[config.mk]
export PLATFORM = sky130hd
export DESIGN_NAME = multicycle_control
export DESIGN_NICKNAME = d
export VERILOG_FILES = /design/src/rtl/mctrl_pkg.sv /design/src/rtl/mctrl_alu_decode.sv /design/src/rtl/multicycle_control.sv
export SDC_FILE = /design/constraint.sdc
export NUM_CORES = 1
export LEC_CHECK = 0
export CORE_ASPECT_RATIO = 1.2
export CORE_MARGIN = 4
export CORE_UTILIZATION = 31
export CTS_BUF_LIST = sky130_fd_sc_hd__clkbuf_4 sky130_fd_sc_hd__clkbuf_8
export CTS_CLUSTER_DIAMETER = 150
export CTS_CLUSTER_SIZE = 12
export DETAILED_ROUTE_END_ITERATION = 8
export PLACE_DENSITY = 0.79
export REMOVE_ABC_BUFFERS = 1
export SLEW_MARGIN = 20
export SYNTH_ARGS = -nofsm -noshare
export SYNTH_HDL_FRONTEND = slang
export SYNTH_SLANG_ARGS = --single-unit
[constraint.sdc]
create_clock -name clk -period 1.7 [get_ports clk]
set_clock_uncertainty 0.15 [all_clocks]
set_input_delay 0.34 -clock clk [delete_from_list [all_inputs] [get_ports clk]]
set_output_delay 0.34 -clock clk [all_outputs]
set_load 0.05 [all_outputs]
[src/rtl/mctrl_pkg.sv]
// Shared types and encodings for the multi-cycle RV32I control unit:
// FSM state enum, opcode constants, ALU operation codes and trap causes.
package mctrl_pkg;

  typedef enum logic [3:0] {
    S_IDLE,
    S_FETCH,
    S_DECODE,
    S_EXEC,
    S_ADDR,
    S_MEM,
    S_WB,
    S_BRANCH,
    S_TRAP
  } state_t;

  typedef enum logic [1:0] {
    CAUSE_NONE    = 2'd0,
    CAUSE_ILLEGAL = 2'd1,
    CAUSE_IMEM_TO = 2'd2,
    CAUSE_DMEM_TO = 2'd3
  } cause_t;

  localparam logic [6:0] OP_R   = 7'b0110011;
  localparam logic [6:0] OP_I   = 7'b0010011;
  localparam logic [6:0] OP_LW  = 7'b0000011;
  localparam logic [6:0] OP_SW  = 7'b0100011;
  localparam logic [6:0] OP_BEQ = 7'b1100011;

  localparam logic [3:0] ALU_AND = 4'b0000;
  localparam logic [3:0] ALU_OR  = 4'b0001;
  localparam logic [3:0] ALU_ADD = 4'b0010;
  localparam logic [3:0] ALU_XOR = 4'b0011;
  localparam logic [3:0] ALU_SUB = 4'b0110;
  localparam logic [3:0] ALU_SLT = 4'b0111;

endpackage

[src/rtl/mctrl_alu_decode.sv]
// Combinational ALU-operation decode. Produces alu_cc for the EXEC, ADDR
// and BRANCH states and flags instructions the core cannot execute while
// the FSM sits in DECODE.
module mctrl_alu_decode
  import mctrl_pkg::*;
(
  input  state_t     state,
  input  logic [6:0] opcode,
  input  logic [2:0] funct3,
  input  logic [6:0] funct7,
  output logic [3:0] alu_cc,
  output logic       illegal
);

  logic [3:0] funct_cc;
  logic       funct_ok;

  // Map funct3/funct7 of an R/I instruction to an ALU operation.
  always_comb begin
    // NOTE: every variable gets a default before the case so no path leaves it unassigned (no latch).
    funct_cc = ALU_ADD;
    funct_ok = 1'b1;
    case (funct3)
      3'b000:  funct_cc = (opcode == OP_R && funct7[5]) ? ALU_SUB : ALU_ADD;
      3'b111:  funct_cc = ALU_AND;
      3'b110:  funct_cc = ALU_OR;
      3'b100:  funct_cc = ALU_XOR;
      3'b010:  funct_cc = ALU_SLT;
      default: funct_ok = 1'b0;
    endcase
    // R-type only knows funct7 = 0, plus 0100000 for SUB; I-type funct7 is immediate.
    if (opcode == OP_R &&
        !(funct7 == 7'b0000000 || (funct7 == 7'b0100000 && funct3 == 3'b000)))
      funct_ok = 1'b0;
  end

  // Select the ALU operation per state and raise illegal for unknown encodings.
  always_comb begin
    alu_cc  = ALU_AND;
    illegal = 1'b0;
    case (state)
      S_DECODE: begin
        case (opcode)
          OP_R, OP_I:            illegal = !funct_ok;
          OP_LW, OP_SW, OP_BEQ:  illegal = 1'b0;
          default:               illegal = 1'b1;
        endcase
      end
      S_EXEC:   alu_cc = funct_cc;
      S_ADDR:   alu_cc = ALU_ADD;
      S_BRANCH: alu_cc = ALU_SUB;
      default:  alu_cc = ALU_AND;
    endcase
  end

endmodule

[src/rtl/multicycle_control.sv]
// Multi-cycle control FSM for the RV32I core. Sequences FETCH/DECODE/EXEC/
// ADDR/MEM/WB/BRANCH over a shared datapath, handshakes with instruction and
// data memory, times out stalled requests and latches a sticky trap.
// Optional performance counters are built when MCTRL_PERF_EN is defined;
// otherwise cycle_cnt and instret_cnt are tied to zero.
module multicycle_control #(
  parameter int TIMEOUT  = 16,
  parameter int CNT_W    = 32,
  parameter int ALU_CC_W = 4
) (
  input  logic                clk,
  input  logic                reset,
  input  logic [6:0]          opcode,
  input  logic [2:0]          funct3,
  input  logic [6:0]          funct7,
  input  logic                zero,
  output logic                imem_req,
  input  logic                imem_ack,
  output logic                dmem_req,
  input  logic                dmem_ack,
  output logic                ir_write,
  output logic                pc_write,
  output logic                pc_src,
  output logic                alu_src,
  output logic [ALU_CC_W-1:0] alu_cc,
  output logic                mem_read,
  output logic                mem_write,
  output logic                mem2reg,
  output logic                reg_write,
  output logic                trap,
  output logic [1:0]          trap_cause,
  output logic [CNT_W-1:0]    cycle_cnt,
  output logic [CNT_W-1:0]    instret_cnt
);

  import mctrl_pkg::*;

  localparam int WAIT_W = $clog2(TIMEOUT);

  state_t             state, state_next;
  cause_t             cause_q, trap_code;
  logic [WAIT_W-1:0]  wait_cnt;
  logic [3:0]         alu_cc_dec;
  logic               illegal;
  logic               wait_hit;
  logic               is_lw, is_sw;

  assign is_lw    = (opcode == OP_LW);
  assign is_sw    = (opcode == OP_SW);
  assign wait_hit = (wait_cnt == WAIT_W'(TIMEOUT - 1));

  mctrl_alu_decode u_alu_decode (
    .state   (state),
    .opcode  (opcode),
    .funct3  (funct3),
    .funct7  (funct7),
    .alu_cc  (alu_cc_dec),
    .illegal (illegal)
  );

  assign alu_cc     = ALU_CC_W'(alu_cc_dec);
  assign trap_cause = cause_q;

  // State register; an asserted reset aborts any operation back to IDLE.
  always_ff @(posedge clk or negedge reset) begin
    // NOTE: state registers use non-blocking assignments so every flop samples pre-edge values.
    if (!reset) state <= S_IDLE;
    else        state <= state_next;
  end

  // Next-state and Moore control outputs; only ir_write/pc_write in FETCH follow imem_ack.
  always_comb begin
    state_next = state;
    trap_code  = CAUSE_NONE;
    imem_req   = 1'b0;
    dmem_req   = 1'b0;
    ir_write   = 1'b0;
    pc_write   = 1'b0;
    pc_src     = 1'b0;
    alu_src    = 1'b0;
    mem_read   = 1'b0;
    mem_write  = 1'b0;
    mem2reg    = 1'b0;
    reg_write  = 1'b0;
    trap       = 1'b0;
    case (state)
      S_IDLE: state_next = S_FETCH;
      S_FETCH: begin
        imem_req = 1'b1;
        if (imem_ack) begin
          ir_write   = 1'b1;
          pc_write   = 1'b1;
          state_next = S_DECODE;
        end else if (wait_hit) begin
          state_next = S_TRAP;
          trap_code  = CAUSE_IMEM_TO;
        end
      end
      S_DECODE: begin
        if (illegal) begin
          state_next = S_TRAP;
          trap_code  = CAUSE_ILLEGAL;
        end else begin
          case (opcode)
            OP_R, OP_I:   state_next = S_EXEC;
            OP_LW, OP_SW: state_next = S_ADDR;
            OP_BEQ:       state_next = S_BRANCH;
            default: begin
              state_next = S_TRAP;
              trap_code  = CAUSE_ILLEGAL;
            end
          endcase
        end
      end
      S_EXEC: begin
        alu_src    = (opcode == OP_I);
        state_next = S_WB;
      end
      S_ADDR: begin
        alu_src    = 1'b1;
        state_next = S_MEM;
      end
      S_MEM: begin
        dmem_req  = 1'b1;
        mem_read  = is_lw;
        mem_write = is_sw;
        if (dmem_ack) begin
          state_next = is_lw ? S_WB : S_FETCH;
        end else if (wait_hit) begin
          state_next = S_TRAP;
          trap_code  = CAUSE_DMEM_TO;
        end
      end
      S_WB: begin
        reg_write  = 1'b1;
        mem2reg    = is_lw;
        state_next = S_FETCH;
      end
      S_BRANCH: begin
        pc_write   = zero;
        pc_src     = zero;
        state_next = S_FETCH;
      end
      S_TRAP:  trap = 1'b1;
      default: state_next = S_IDLE;
    endcase
  end

  // Request wait counter: restarts on every state entry, counts stalled request cycles.
  always_ff @(posedge clk or negedge reset) begin
    if (!reset)                    wait_cnt <= '0;
    else if (state_next != state)  wait_cnt <= '0;
    else if (imem_req || dmem_req) wait_cnt <= wait_cnt + 1'b1;
  end

  // Trap cause is captured once on TRAP entry and held until reset.
  always_ff @(posedge clk or negedge reset) begin
    if (!reset)                                       cause_q <= CAUSE_NONE;
    else if (state != S_TRAP && state_next == S_TRAP) cause_q <= trap_code;
  end

`ifdef MCTRL_PERF_EN
  logic retire;

  assign retire = (state == S_WB) || (state == S_BRANCH) ||
                  (state == S_MEM && dmem_ack && is_sw);

  // Performance counters; both freeze once trapped and wrap naturally.
  always_ff @(posedge clk or negedge reset) begin
    if (!reset) begin
      cycle_cnt   <= '0;
      instret_cnt <= '0;
    end else begin
      if (state != S_IDLE && state != S_TRAP) cycle_cnt <= cycle_cnt + 1'b1;
      if (retire)                             instret_cnt <= instret_cnt + 1'b1;
    end
  end
`else
  assign cycle_cnt   = '0;
  assign instret_cnt = '0;
`endif

endmodule

Word level (Yosys, flattened, before mapping)
Cells that the tools add are included.
W data, S select, Z words.

operators by class
  $add $sub $neg = 1
  equal/unequal tests = 22
  reductions and logical operators = 18
  muxes and demuxes = 35

operator list
  cell                   count
  $pmux W4 S7            1
  $mux W4                6
  $pmux W4 S3            2
  $eq A7 B6 Y1 const B   3
  $pmux W4 S5            1
  $eq A4 B3 Y1 const B   4
  $mux W1                15
  $eq A4 B4 Y1 const B   3
  $reduce_or A5 Y1       2
  $eq A3 B3 Y1 const B   3
  $eq A4 B2 Y1 const B   2
  $mux W2                4
  $eq A7 B2 Y1 const B   1
  $eq A7 B5 Y1 const B   1
  $eq A7 B7 Y1 const B   1
  $logic_not A7 Y1       1
  $mux W3                2
  $pmux W1 S2            3
  $pmux W2 S3            1
  $reduce_or A3 Y1       2
  $add A4 B1 Y4 const B  1
  $eq A4 B1 Y1 const B   1
  $logic_and A1 B1 Y1    4
  $logic_not A4 Y1       1
  other kinds (8)        11

storage, ports and cells
  bits of input ports = 22
  logic and storage cells = 79
  register bits = 10
  output and inout port bits = 81

Longest topological paths before layout
  word-level depth = 13
  mapped depth = 6
  mapped depth without buffers = 6

By module
From an unflattened synthesis, not the netlist that was laid out.

second synthesis, totals
  cells, all modules = 184
  area total of the unflattened synthesis = 1473.9 sq um

by module, submodules not included
  module              times used  cells an instance  area each (sq um)
  multicycle_control  1           158                1311.3
  mctrl_alu_decode    1           26                 162.7

Worst setup path before layout
No wires, ideal clock.

  path kind = register -> output
  start point = register state[0]
  end point = output pc_write
  setup slack = -1.710 ns
  data required time = 1.210 ns
  data arrival time = 2.920 ns
  cell stages (with the launch flop) = 6
  path through = dfrtp_1 clkbuf_1 nand2_1 nor3_1 and2_1 or2_1

between the ends
  word-level cells in the longest chain between the ends = 2
  elaborated cells on any way between the ends = 3
  classes of those cells = eq/ne (2); mux (1)

RTL lines
  item                                                 RTL line                  RTL
  start, declared                                      multicycle_control.sv:40  state_t state, state_next;
  start signal, assigned                               multicycle_control.sv:68  else state <= state_next;
  $eq A4 B3 Y1 / $eq A4 B1 Y1 (equally long branches)  multicycle_control.sv:86  case (state)
  $pmux W1 S2 *                                        multicycle_control.sv:86
  end, declared                                        multicycle_control.sv:22  output logic pc_write,

Mark *: on every way between the ends. The rest lies on a longest branch, timed or not.

Worst setup path after layout
  start point = register state[1]
  end point = output mem_read

between the ends
  word-level cells in the longest chain between the ends = 2

RTL lines
  item           RTL line                  RTL
  $eq A4 B3 Y1   multicycle_control.sv:86
  $mux W1        multicycle_control.sv:86
  end, declared  multicycle_control.sv:26  output logic mem_read,

Every way passes these cells.

==> impl_metrics.py <==
metrics = {
    "final_layout": {
        "nets": 303,
        "finish.instance_area_um2": 2610,
        "diodes": 0,
        "area_growth_pct": 94.7,
        "drive_gt1_share_pct": 52.0,
    },
    "yosys": {
        "yosysWarnings": 0,
        "synth_adder_area_share_pct": 0.935,
        "synth_area_leaders": "buf_4 36%, dfrtp_1 19%, nor3_1 4.5%",
        "yosysSeqAreaShare_pct": 18.7,
        "synth_top_family_by_area": "buffers and inverters",
        "synth_edf_count": 0,
        "syn_area_um2": 1340,
        "synth_cell_type_count": 40,
        "synthMuxAreaShare_pct": 1.59,
        "postSynthCellCount": 182,
        "yosys.area.top_type": "buf_4",
        "dominantRegCellSynth": "dfrtp_1",
        "synth_compound_area_share_pct": 12.1,
        "ys_ff_latch": 10,
        "avgSynthCellArea_um2": 7.36,
        "synth_simple_gate_area_share_pct": 25.0,
        "synth.top_cell.area_share_pct": 36.4,
        "async_flop_share_pct": 100,
        "synth_xor_area_share_pct": 1.96,
    },
    "clocking": {
        "cts_made_buffers": 3,
        "cts_tree": "built",
        "h-tree-depth": 1,
        "cts_buffer_depth": 2,
        "clkTransAtPathRegs_ns": 0.06,
        "cts_sinks": 10,
        "clk_latency_ns": 0.25,
        "root_buffer": "clkbuf_8",
    },
    "critical_path": {
        "criticalPathCategory": "reg2out",
        "r2r_setup_slack_ns": -0.29,
        "cp_max_fo": 5,
        "timing.rr.end": "wait_cnt[1]",
        "crit_arrival_ns": 1.51,
        "rr_worst_depth": 6,
        "cpPeakStageDelay_ns": 0.46,
        "endpoint": "mem_read",
        "worstReg2RegStart": "state[1]",
        "cp_cell_sequence": "buf_6, nor2_4, and3_4, and3_4, buf_12",
        "crit_path_top_delay_cell": "dfrtp_2",
        "start_kind": "register",
        "cp-end-kind": "output pin",
        "startpoint": "state[1]",
        "crit_path_frequent_cell": "and3_4",
        "crit_required_ns": 1.21,
    },
    "power": {
        "powerDensity_nw_per_um2": 1460,
        "totalPowerFinal_mw": 3.80,
        "seq_power_share_pct": 9.8,
        "p_leak_nw": 1.23,
        "combinationalPowerShare_pct": 81.9,
        "switching_share_pct": 49.5,
        "intPower_mw": 1.92,
        "max-vdd-ir-drop_v": 0.000674,
        "pwr-share-clk_pct": 8.3,
        "p_switching_mw": 1.88,
    },
    "sta": {
        "worst_pin_slew_ns": 0.508,
        "hold_viol": 0,
        "setup_viol": 21,
        "relSlewSlack_pct": 66.0,
        "period_needed_ns": 2.00,
        "period_share_pct": 118,
        "grt_setup_unrepaired": "yes",
        "max_freq_mhz": 500,
        "final_max_slew_viol_count": 0,
        "layout_setup_ws_ns": -0.302,
    },
    "place": {
        "hpwl_mm": 2.99,
        "portBuffers": 37,
        "dpl-instance-area_um2": 1960,
        "gp_congestion": 0.918,
        "place_ws_ns": -0.833,
    },
    "global_routing": {
        "grt_pass1_vias": 1553,
        "globalRouteOverflowTotal": 0,
        "grt_max_degree": 11,
        "antenna_found_initial": 0,
        "grt_use_total_pct": 17.7,
        "grt_pass1_wl_mm": 7.26,
    },
    "routing": {
        "drtAntennaViolNets": 0,
        "firstDrtPassIters": 4,
        "via_per_inst": 4.68,
        "via_count": 1559,
        "drtIter0Drc": 51,
        "wl_mm": 5.18,
        "route.detailed.drc": 0,
        "wl_per_cell_um": 15.6,
    },
    "outcome": {
        "outcome": "finished, violations left",
        "violations": "setup timing",
    },
    "die": {
        "ios": 103,
        "coreArea_um2": 4070,
        "die_w_um": 68.0,
        "die_area_um2": 5440,
        "rows": 25,
        "start_util_pct": 32.9,
        "die_h_um": 80.0,
    },
    "min_path": {
        "min_path_type": "in2async",
    },
    "job": {
        "drv_cap": 0,
    },
}
-- layout make-up --
class	count	area [um^2]
Timing Repair Buffer	99	1060
Fill cell	332	1460
Tap cell	54	67.6
Inverter	5	21.3
Sequential cell	10	253
Clock buffer	4	55.1
Multi-Input combinational cell	161	1140
-- sequential cells by signal, summed over array words and instances (netlist names) --
| signal | flops |
|---|---|
| state | 4 |
| trap_cause | 2 |
| wait_cnt | 4 |
-- through the flow --
step           hold slack, ns  instances  TNS [ns]  utilization [%]
2_1_floorplan          -0.106        176     -9.34                -
3_3_place_gp            0.429        306     -9.59             48.2
3_5_place_dp            0.453        306    -10.38             48.2
4_1_cts                 0.285        323     -4.13             58.7
5_1_grt                 0.301        333     -5.92             64.1
6_report                0.276        333     -4.79             64.1
-- Yosys cell counts (2+ instances only) --
library cell and n:
nor2_1 14, nand3_1 3, and2_1 2, xor2_1 2
inv_1 5, or2_1 3, or4_1 2, buf_4 65
dfrtp_1 10, o22ai_1 2, clkbuf_1 4, and3_1 6
nand2b_1 3, o21ai_0 5, nor2b_1 2, a31oi_1 2
nor4_1 3, nand2_1 10, nor3_1 12, a21oi_1 7
-- cell usage in the layout, fill, tap and decap left out, types with 2 or more instances in the layout --
master / instances
a21oi_1: 3
a21oi_2: 4
and2_4: 2
and3_1: 2
and3_4: 4
buf_12: 17
buf_2: 3
buf_4: 40
buf_6: 23
clkbuf_8: 4
clkdlybuf4s50_1: 5
conb_1: 65
dfrtp_1: 8
dfrtp_2: 2
dlygate4sd2_1: 9
inv_1: 2
inv_2: 2
nand2_1: 7
nand2_4: 2
nand2b_4: 3
nand3_1: 2
nor2_1: 7
nor2_4: 6
nor3_1: 4
nor3_2: 4
nor3_4: 4
nor4_4: 2
o21ai_1: 2
o21ai_2: 3
or2_4: 2
xor2_1: 2
-- metal layers --
layer / track usage (%) / part of all wire, % / up-vias
met3: 3.80 / 8.5 / 30
met4: 10.1 / 6.0 / 0
li1: - / - / 684
met1: 18.1 / 32 / 737
met5: 0 / 0 / -
met2: 31.8 / 54 / 108
-- worst min path at each step --
stage / startpoint / endpoint / slack, ns / depth (start not counted)
3_3_place_gp: trap_cause[1] / trap_cause[1] / 0.43 / 2
5_1_grt: reset / wait_cnt[2] / 0.30 / 1
3_5_place_dp: trap_cause[0] / trap_cause[0] / 0.45 / 2
2_1_floorplan: reset / state[0] / -0.11 / 0
6_report: reset / wait_cnt[2] / 0.28 / 1
4_1_cts: reset / wait_cnt[1] / 0.28 / 1
-- worst max-delay path: cells and delay by family, from the launching register on --
family,cells,cell delay (ns)
buffers and inverters,2,0.30
DFF,1,0.46
and+or+nand+nor,3,0.51
-- power groups by stage --
stage,clock (mW),combinational (mW),sequential [mW]
floorplan,0,1.03,0.407
global placement,0,1.96,0.342
detailed placement,0,1.99,0.346
CTS,0.318,2.55,0.364
global route,0.333,3.24,0.376
finish,0.315,3.11,0.372
-- cell families after synthesis --
| logic type | after synthesis |
|---|---|
| buf+inv | 75 |
| simple gates | 64 |
| compound gates | 26 |
| flops | 10 |
| xor+xnor | 3 |
| mux | 2 |
| fa+ha+maj | 1 |
| other cells | 1 |
-- timing repair --
action                     CTS  global route
setup endpoints to repair   24            23
setup buffers               15            13
hold buffers                 0             0
pin swaps                   38            17
resized for setup          109            28
No activity file was read; power rests on OpenSTA's default activity.
